===== src/rtl/i2c_cmd_sequencer_pkg.sv =====
// rtl/i2c_cmd_sequencer_pkg.sv - shared op encodings, FSM states, command record and byte mask for the I2C command sequencer
// Contents:
//   CMD_WRITE / CMD_READ   op[3:2] encodings shared with the I2C master
//   ST_*                   sequencer FSM state encodings
//   cmd_t                  44-bit queued command record {addr, op, data}
//   byte_mask()            keeps the low (n+1) bytes of a 32-bit word
package i2c_cmd_sequencer_pkg;

    localparam logic [1:0] CMD_WRITE = 2'b00;
    localparam logic [1:0] CMD_READ  = 2'b01;

    localparam logic [2:0] ST_IDLE      = 3'd0;
    localparam logic [2:0] ST_ISSUE     = 3'd1;
    localparam logic [2:0] ST_WAIT_BUSY = 3'd2;
    localparam logic [2:0] ST_WAIT_DONE = 3'd3;
    localparam logic [2:0] ST_DRAIN     = 3'd4;

    localparam int CMD_W = 44;

    typedef struct packed {
        logic [7:0]  addr;
        logic [3:0]  op;
        logic [31:0] data;
    } cmd_t;

    // nbytes_m1 is the byte count minus one, as carried in op[1:0].
    function automatic logic [31:0] byte_mask(input logic [1:0] nbytes_m1);
        logic [31:0] m;
        case (nbytes_m1)
            2'b00:   m = 32'h0000_00FF;
            2'b01:   m = 32'h0000_FFFF;
            2'b10:   m = 32'h00FF_FFFF;
            default: m = 32'hFFFF_FFFF;
        endcase
        return m;
    endfunction

endpackage


===== src/rtl/i2c_cmd_sequencer_fifo.sv =====
// rtl/i2c_cmd_sequencer_fifo.sv - synchronous command FIFO with occupancy count
// Ports:
//   clk, rst            clock, synchronous active-high reset
//   push, push_data     write strobe and word (ignored when full)
//   pop, pop_data       read strobe (ignored when empty) and head word (combinational)
//   full, empty, count  status derived from the occupancy register
module i2c_cmd_sequencer_fifo #(
    parameter int DEPTH = 4,
    parameter int WIDTH = 44
) (
    input  logic                     clk,
    input  logic                     rst,
    input  logic                     push,
    input  logic [WIDTH-1:0]         push_data,
    input  logic                     pop,
    output logic [WIDTH-1:0]         pop_data,
    output logic                     full,
    output logic                     empty,
    output logic [$clog2(DEPTH):0]   count
);

    localparam int AW = $clog2(DEPTH);

    logic [WIDTH-1:0] mem [DEPTH];
    logic [AW-1:0]    wr_ptr;
    logic [AW-1:0]    rd_ptr;
    logic             push_en;
    logic             pop_en;

    assign full     = (count == (AW+1)'(DEPTH));
    assign empty    = (count == '0);
    assign push_en  = push & ~full;
    assign pop_en   = pop & ~empty;
    assign pop_data = mem[rd_ptr];

    always_ff @(posedge clk) begin
        if (push_en) begin
            mem[wr_ptr] <= push_data;
        end
    end

    // DEPTH is a power of two, so the pointers wrap on natural overflow.
    always_ff @(posedge clk) begin
        if (rst) begin
            wr_ptr <= '0;
            rd_ptr <= '0;
            count  <= '0;
        end else begin
            if (push_en) begin
                wr_ptr <= wr_ptr + 1'b1;
            end
            if (pop_en) begin
                rd_ptr <= rd_ptr + 1'b1;
            end
            case ({push_en, pop_en})
                2'b10:   count <= count + 1'b1;
                2'b01:   count <= count - 1'b1;
                default: count <= count;
            endcase
        end
    end

endmodule


===== src/rtl/i2c_cmd_sequencer.sv =====
// rtl/i2c_cmd_sequencer.sv - queues host commands and issues them one at a time to the I2C master
// Ports:
//   clk, rst                               clock, synchronous active-high reset
//   cmd_valid_i/cmd_ready_o                command channel; cmd_addr_i, cmd_data_i, cmd_op_i
//   rsp_valid_o/rsp_ready_i                response channel; rsp_data_o (masked read data), rsp_error_o
//   fifo_cnt_o                             command FIFO occupancy
//   m_addr_o, m_data_o, m_cmd_o, m_sel_o   issue side to the master host interface
//   m_data_i, m_busy_i, m_error_i          status/result from the master
module i2c_cmd_sequencer
    import i2c_cmd_sequencer_pkg::*;
#(
    parameter int          DEPTH         = 4,
    parameter int          START_TIMEOUT = 4,
    parameter logic [23:0] XFER_TIMEOUT  = 24'hFFFFFF
) (
    input  logic                   clk,
    input  logic                   rst,
    input  logic                   cmd_valid_i,
    output logic                   cmd_ready_o,
    input  logic [7:0]             cmd_addr_i,
    input  logic [31:0]            cmd_data_i,
    input  logic [3:0]             cmd_op_i,
    output logic                   rsp_valid_o,
    input  logic                   rsp_ready_i,
    output logic [31:0]            rsp_data_o,
    output logic                   rsp_error_o,
    output logic [$clog2(DEPTH):0] fifo_cnt_o,
    output logic [7:0]             m_addr_o,
    output logic [31:0]            m_data_o,
    output logic [3:0]             m_cmd_o,
    output logic                   m_sel_o,
    input  logic [31:0]            m_data_i,
    input  logic                   m_busy_i,
    input  logic                   m_error_i
);

    localparam int SW = $clog2(START_TIMEOUT + 1);

    cmd_t          push_cmd;
    cmd_t          head;
    logic [CMD_W-1:0] head_bits;
    logic          fifo_full;
    logic          fifo_empty;
    logic          pop;
    logic [2:0]    state;
    logic [SW-1:0] start_cnt;
    logic [23:0]   xfer_cnt;

    assign push_cmd    = '{addr: cmd_addr_i, op: cmd_op_i, data: cmd_data_i};
    assign head        = cmd_t'(head_bits);
    assign cmd_ready_o = ~fifo_full;

    // The m_busy_i check also keeps a transfer that survived a reset from
    // being interrupted by a fresh issue.
    assign pop = (state == ST_IDLE) & ~fifo_empty & ~rsp_valid_o & ~m_busy_i;

    i2c_cmd_sequencer_fifo #(
        .DEPTH (DEPTH),
        .WIDTH (CMD_W)
    ) u_fifo (
        .clk       (clk),
        .rst       (rst),
        .push      (cmd_valid_i),
        .push_data (push_cmd),
        .pop       (pop),
        .pop_data  (head_bits),
        .full      (fifo_full),
        .empty     (fifo_empty),
        .count     (fifo_cnt_o)
    );

    always_ff @(posedge clk) begin
        if (rst) begin
            state       <= ST_IDLE;
            start_cnt   <= '0;
            xfer_cnt    <= '0;
            m_sel_o     <= 1'b0;
            m_addr_o    <= '0;
            m_data_o    <= '0;
            m_cmd_o     <= '0;
            rsp_valid_o <= 1'b0;
            rsp_data_o  <= '0;
            rsp_error_o <= 1'b0;
        end else begin
            m_sel_o <= 1'b0;

            // The FSM only raises rsp_valid_o when the slot is already empty,
            // so this clear never collides with a new response.
            if (rsp_valid_o && rsp_ready_i) begin
                rsp_valid_o <= 1'b0;
            end

            case (state)
                ST_IDLE: begin
                    if (pop) begin
                        if (head.op[3]) begin
                            rsp_valid_o <= 1'b1;
                            rsp_error_o <= 1'b1;
                            rsp_data_o  <= '0;
                        end else begin
                            m_addr_o <= head.addr;
                            m_data_o <= head.data;
                            m_cmd_o  <= head.op;
                            // Registered here so the pulse lines up with ISSUE.
                            m_sel_o  <= 1'b1;
                            state    <= ST_ISSUE;
                        end
                    end
                end
                ST_ISSUE: begin
                    start_cnt <= '0;
                    xfer_cnt  <= '0;
                    state     <= ST_WAIT_BUSY;
                end
                ST_WAIT_BUSY: begin
                    if (m_busy_i) begin
                        state <= ST_WAIT_DONE;
                    end else if (start_cnt == SW'(START_TIMEOUT)) begin
                        rsp_valid_o <= 1'b1;
                        rsp_error_o <= 1'b1;
                        rsp_data_o  <= '0;
                        state       <= ST_IDLE;
                    end else begin
                        start_cnt <= start_cnt + 1'b1;
                    end
                end
                ST_WAIT_DONE: begin
                    if (!m_busy_i) begin
                        rsp_valid_o <= 1'b1;
                        rsp_error_o <= m_error_i;
                        if (!m_error_i && m_cmd_o[3:2] == CMD_READ) begin
                            rsp_data_o <= m_data_i & byte_mask(m_cmd_o[1:0]);
                        end else begin
                            rsp_data_o <= '0;
                        end
                        state <= ST_IDLE;
                    end else if (xfer_cnt == XFER_TIMEOUT) begin
                        rsp_valid_o <= 1'b1;
                        rsp_error_o <= 1'b1;
                        rsp_data_o  <= '0;
                        state       <= ST_DRAIN;
                    end else begin
                        xfer_cnt <= xfer_cnt + 1'b1;
                    end
                end
                ST_DRAIN: begin
                    // The hung transfer already got its error response; whatever
                    // the master reports when it finally finishes is dropped.
                    if (!m_busy_i) begin
                        state <= ST_IDLE;
                    end
                end
                default: begin
                    state <= ST_IDLE;
                end
            endcase
        end
    end

endmodule


===== config.mk =====
export PLATFORM = sky130hd
export DESIGN_NAME = i2c_cmd_sequencer
export DESIGN_NICKNAME = d
export VERILOG_FILES = /design/src/rtl/i2c_cmd_sequencer_pkg.sv /design/src/rtl/i2c_cmd_sequencer_fifo.sv /design/src/rtl/i2c_cmd_sequencer.sv
export SDC_FILE = /design/constraint.sdc
export NUM_CORES = 1
export LEC_CHECK = 0
export CAP_MARGIN = 20
export CORE_UTILIZATION = 40
export CTS_CLUSTER_SIZE = 24
export DETAILED_ROUTE_END_ITERATION = 10
export GPL_ROUTABILITY_DRIVEN = 0
export PLACE_DENSITY_LB_ADDON = 0.3
export SETUP_SLACK_MARGIN = 0.5
export SYNTH_ARGS = -nofsm -noshare
export SYNTH_HDL_FRONTEND = slang
export SYNTH_SLANG_ARGS = --single-unit

===== constraint.sdc =====
create_clock -name clk -period 2.7 [get_ports clk]
set_input_delay 0.27 -clock clk [delete_from_list [all_inputs] [get_ports clk]]
set_output_delay 0.27 -clock clk [all_outputs]
set_load 0.01 [all_outputs]

; ---- Word level (Yosys, flattened, before mapping)
; Memories as Yosys holds them, arrays and structs flattened. A register that Yosys moved wholly into a read port is not among the register bits.
; Index checks and enable logic that the tools add are counted.
; Widths: inputs -> output; s select.
[totals]
regBits = 115
ramBits = 176
out_inout_bits = 83
n_memories = 1
[op_classes]
addsub = 6
n_eq_ne = 22
n_mux = 48
bitwise_logic = 13
n_reduce_logical = 16
[memory_table]
columns = name, words, width, read_ports, rd_ports_with_merged_regs, wr, line_no
row1 = u_fifo.mem, 4, 44, 1, 1, 1, i2c_cmd_sequencer_fifo.sv:24  ; logic [WIDTH-1:0] mem [DEPTH];
[op_table]
columns = cell, n
row1 = $mux 32, 11
row2 = $pmux 32 s3, 2
row3 = $mux 24, 2
row4 = $pmux 24 s2, 1
row5 = $and 32x32->32, 1
row6 = $mux 3, 9
row7 = $add 24x1->24 const B, 1
row8 = $eq 24x24->1 const B, 1
row9 = $mux 1, 16
row10 = $ne 2x2->1 const B, 8
row11 = $pmux 3 s5, 1
row12 = $pmux 3 s2, 2
row13 = $eq 3x3->1 const B, 3
row14 = $reduce_and 3->1, 3
row15 = $not 1->1, 7
row16 = $add 3x1->3 const B, 2
row17 = $eq 3x2->1 const B, 2
row18 = $logic_not 3->1, 2
row19 = $ne 3x3->1 const B, 2
row20 = $pmux 1 s3, 2
row21 = $reduce_and 6->1, 1
row22 = $reduce_bool 2->1, 3
row23 = $and 1x1->1, 5
row24 = $reduce_and 5->1, 1
row25 = other kinds (12), 17

; ---- Depth between registers and ports, before layout
[depth]
depth_word = 10
mapped_depth = 10

; ---- By module
; From an unflattened synthesis, not the netlist that was laid out.
[unflattened]
hier_cells = 776
hier_area_um2 = 11205.7
[by_module_without_submodules]
columns = mod, instances, cells_each, area_per_inst_um2, seq_area_each_um2
row1 = i2c_cmd_sequencer_fifo, 1, 284, 6882.9, 5465.2
row2 = i2c_cmd_sequencer, 1, 492, 4322.9, 2162.1

; ---- Worst setup path before layout
; Ideal clock, no wire load.
[synth_timing]
path_type = register to register
start = reg state[2]
end = reg u_fifo.count[2]
t_arrival_ps = 2364
path_slack_ps = 265
path_stages_with_launch = 10
path_buffers = 1
path_cell_list = dfxtp_1 -> buf_6 -> or4_4 -> nor3_4 -> ha_1 -> inv_1 -> fa_1 -> xor2_1 -> or3_1 -> a21oi_1
[synth_via]
elab_chain_cells = 7
word_cells_on_any_way = 9
[synth_lines]
columns = element, line_no
row1 = from (decl), i2c_cmd_sequencer.sv:45  ; logic [2:0] state;
row2 = from (signal assigned), i2c_cmd_sequencer.sv:74  ; state <= ST_IDLE;
row3 = from (signal assigned), i2c_cmd_sequencer.sv:106  ; state <= ST_ISSUE;
row4 = from (signal assigned), i2c_cmd_sequencer.sv:113  ; state <= ST_WAIT_BUSY;
row5 = $logic_not 3->1 *, i2c_cmd_sequencer.sv:55  ; assign pop = (state == ST_IDLE) & ~fifo_empty & ~rsp_valid_o & ~m_busy_i;
row6 = $and 1x1->1 * (3 in a row), i2c_cmd_sequencer.sv:55
row7 = $and 1x1->1 *, i2c_cmd_sequencer_fifo.sv:33  ; assign pop_en = pop & ~empty;
row8 = net u_fifo.pop_en, i2c_cmd_sequencer_fifo.sv:28  ; logic pop_en;
row9 = $eq 2x1->1 / $eq 2x2->1 (equally long branches), i2c_cmd_sequencer_fifo.sv:55  ; case ({push_en, pop_en})
row10 = $pmux 3 s2 / $reduce_bool 2->1 (equally long branches), --
row11 = to (signal assigned), i2c_cmd_sequencer_fifo.sv:56  ; 2'b10: count <= count + 1'b1;
row12 = to (signal assigned), i2c_cmd_sequencer_fifo.sv:57  ; 2'b01: count <= count - 1'b1;
row13 = to (signal assigned), i2c_cmd_sequencer_fifo.sv:58  ; default: count <= count;
row14 = to (decl), i2c_cmd_sequencer_fifo.sv:19  ; output logic [$clog2(DEPTH):0] count
; The timed path passes the listed nets; every way through them passes the cells marked *.
; A chain may end at the register's enable or synchronous reset.

; ---- Final worst setup path
[layout_timing]
start = reg state[0]
end = reg u_fifo.count[2]
; Same word-level chain as after synthesis.

==> metrics.md <==
| Metric | Value |
|---|---|
| Async set-reset flop share out of synthesis | 0% |
| First-pass iteration count of the detailed router | 5 |
| Placed Cells | 1227 |
| Htree depth | 1 |
| Reg-to-reg startpoint | state[0] |
| Ports | 165 |
| PD cells | 844 nW/um^2 |
| DR iter-0 viols | 378 |
| Min Tclk post-route | 2.23 ns |
| Arr. time, crit path | 2.72 ns |
| Comb power frac | 19.5% |
| First-pass GRT wire length | 37200 um |
| Reg2reg end | u_fifo.count[2] |
| Internal power | 8.85 mW |
| Mapped Area | 11000 sq um |
| #FFs+latches synth | 293 |
| GRT overflow | 0 |
| Clock skew | 0.0144 ns |
| Fin. Hold Viols | 0 |
| Worst Min Path Start | rst |
| Area Growth Syn to Fin | 28.4% |
| Starting Density | 40.8% |
| CTS Hold Buffers Added | 0 |
| Vias in the first global route | 6752 |
| Fin. max-slew vios | 0 |
| Distinct cell type count of the synthesized netlist | 55 |
| Post-route insts no fill | 1289 |
| Syn avg cell area | 14.7 sq um |
| Post-synth EDFFs | 176 |
| Startpoint types | flop |
| TritonCTS Buffers | 31 |
| Setup violators final | 0 |
| Unrepaired setup endpoints after global routing | yes |
| Post-route antenna net violation count | 0 |
| Worst Tran Pin Value | 0.828 ns |
| Buffers added on ports | 163 |
| Fmax | 448 MHz |
| Sink Count | 293 |
| Via/cell ratio | 5.25 |
| Switching share of power | 25.7% |
| Slew HR | 44.8% |
| Initial antenna violation count | 2 |
| Worst VDD drop | 0.000581 V |
| Via count | 6772 |
| Hold path depth | 4 |
| Mapped Nets | 839 |
| Worst Path Required | 3.18 ns |
| Outcome | completed |
| Max cap viols | 0 |
| Bufs on Longest Clock Path | 3 |
| Clock Latency Late Sink | 0.56 ns |
| Die Y | 168 um |
| DRC viols | 0 |
| Cell count of the worst reg-to-reg path | 8 |
| Total wire length | 23500 um |
| # diodes | 0 |
| Core area | 27000 sq um |
| Fin Setup TNS | 0 ns |
| Static Leak | 4.65 nW |
| Largest net degree at the start of global routing | 61 |
| Layout net count | 1015 |
| Reg2reg setup slack | 0.47 ns |
| GRT Util Overall | 16.8% |
| Reg clk slew, reported paths | 0.06 ns |
| Commonest register cell after synthesis | edfxtp_1 |
| Post-synthesis sequential area ratio | 69.4% |
| Critical path class | reg -> reg |
| CTS root buf | clkbuf_16 |
| Endpoint, Worst Hold | xfer_cnt[8] |
| CTS tree | built |
| HPWL after DPL | 13600 um |
| Sequential fraction of design power | 45.2% |
| Worst-path maximum fanout | 2 |
| Synth Instances | 748 |
| Layout cells sized above 1 | 14.0% |
| Net switching power | 3.07 mW |
| Chip Width | 168 um |
| Per-cell routed wire length | 18.3 um |
| Hold crit path type | in -> reg |
| Yosys warning total | 0 |
| Clock Power Share | 35.3% |
| Std cell rows | 60 |
| Fin crit share | 82.7% |
| Die area | 28200 sq um |
| CP endpoint kind | flop |
power groups by stage:
| stage | Sequential [mW] | Clock [mW] | Combinational (mW) |
|---|---|---|---|
| 6_report | 5.39 | 4.20 | 2.32 |
| 4_1_cts | 5.39 | 4.31 | 2.36 |
| 5_1_grt | 5.44 | 4.47 | 2.55 |
| 3_3_place_gp | 5.47 | 0 | 2.31 |
| 3_5_place_dp | 5.49 | 0 | 2.31 |
| 2_1_floorplan | 5.49 | 0 | 1.39 |
synthesized netlist by cell type (4+ instances only):
cell | count | area, sq um
and4_1 | 7 | 61.3
and3_1 | 12 | 75.1
nor2_1 | 24 | 90.1
a21oi_1 | 63 | 315
buf_6 | 4 | 45.0
dfxtp_1 | 117 | 2340
a211oi_1 | 4 | 30.0
edfxtp_1 | 176 | 5290
buf_2 | 13 | 65.1
buf_1 | 4 | 15.0
inv_1 | 11 | 41.3
xor2_1 | 5 | 43.8
ha_1 | 8 | 100
nor3b_1 | 4 | 30.0
nand2_1 | 100 | 375
or3_1 | 7 | 43.8
mux4_2 | 44 | 991
nor3_1 | 5 | 25.0
nand3_1 | 10 | 50.1
o31ai_1 | 4 | 30.0
xnor2_1 | 7 | 61.3
a22o_1 | 32 | 280
clkbuf_1 | 21 | 78.8
nand4_1 | 10 | 62.6
o21ai_0 | 10 | 50.1
or4_1 | 6 | 45.0
cell families after synthesis:
logic type / share of synthesized area, %
compound gates: 8.22
xor+xnor: 0.956
fa+ha+maj: 1.09
buf+inv: 2.30
flops: 69.4
mux: 9.01
other cells: 0.0341
simple gates: 9.00
sequential cells by signal, summed over array words and instances, names as in the netlist, named ones only:
name and count:
u_fifo.mem 176, m_data_o 32, rsp_data_o 32, xfer_cnt 24, m_addr_o 8, m_cmd_o 3, start_cnt 3, state 3
u_fifo.count 3, u_fifo.rd_ptr 2, u_fifo.wr_ptr 2, m_sel_o 1, rsp_error_o 1, rsp_valid_o 1
critical path, cell delays in order, from the launching register on:
cell and delay [ns]:
dfxtp_4 0.34, or4_4 0.53, nor3_4 0.14, ha_2 0.21, inv_2 0.04, fa_2 0.32
xor2_1 0.15, or3_1 0.31, a21oi_1 0.12
cell type report:
class	instances	area, sq um
sequential	293	7640
clock inverter	15	165
multi-input combinational	402	3140
tap	341	427
timing repair buffer	185	1860
inverter	11	41.3
fill	2222	12800
clock buffer	42	847
how the worst max path moves through the flow:
stage | from | endpoint | slack, ns
after CTS | state[0] | u_fifo.count[2] | 0.41
after detailed placement | m_busy_i | u_fifo.count[2] | 0.09
final | state[0] | u_fifo.count[2] | 0.47
after floorplan | state[2] | u_fifo.count[2] | 0.27
after global routing | state[0] | u_fifo.count[2] | 0.36
after global placement | m_busy_i | u_fifo.count[2] | 0.09
placed cells by master, fill, tap and decap left out, types with 16 or more instances in the layout:
cell type / n
edfxtp_1: 176
clkdlybuf4s50_1: 162
dfxtp_1: 111
nand2_1: 100
a21oi_1: 63
mux4_2: 44
a22o_1: 32
clkbuf_16: 31
nor2_1: 24
buf_4: 16
per-layer routing:
layer	routed length, um	global-route usage [%]	vias up
met5	25	0	-
met4	526	4.91	4
met3	1510	3.88	39
met2	11200	27.7	206
met1	10300	22.2	3318
li1	-	-	3205
metrics by stage:
stage / power [mW] / utilization, % / hold slack [ns] / setup slack, ns / cell area (sq um)
5_1_grt: 12.5 / 52.4 / 0.225 / 0.362 / 14100
2_1_floorplan: 6.89 / - / 0.369 / 0.265 / 11000
3_3_place_gp: 7.78 / 48.4 / 0.445 / 0.0924 / 13000
4_1_cts: 12.1 / 52.3 / 0.207 / 0.413 / 14100
6_report: 11.9 / 52.4 / 0.233 / 0.467 / 14100
3_5_place_dp: 7.80 / 48.4 / 0.446 / 0.0912 / 13000
what timing repair did:
action                     4_1_cts  5_1_grt
resized for setup                6        4
pin swaps                        5        2
gates cloned                     1        0
setup buffers                    3        1
setup endpoints to repair       34        7
Note: power is estimated with default switching activity, not from simulation.
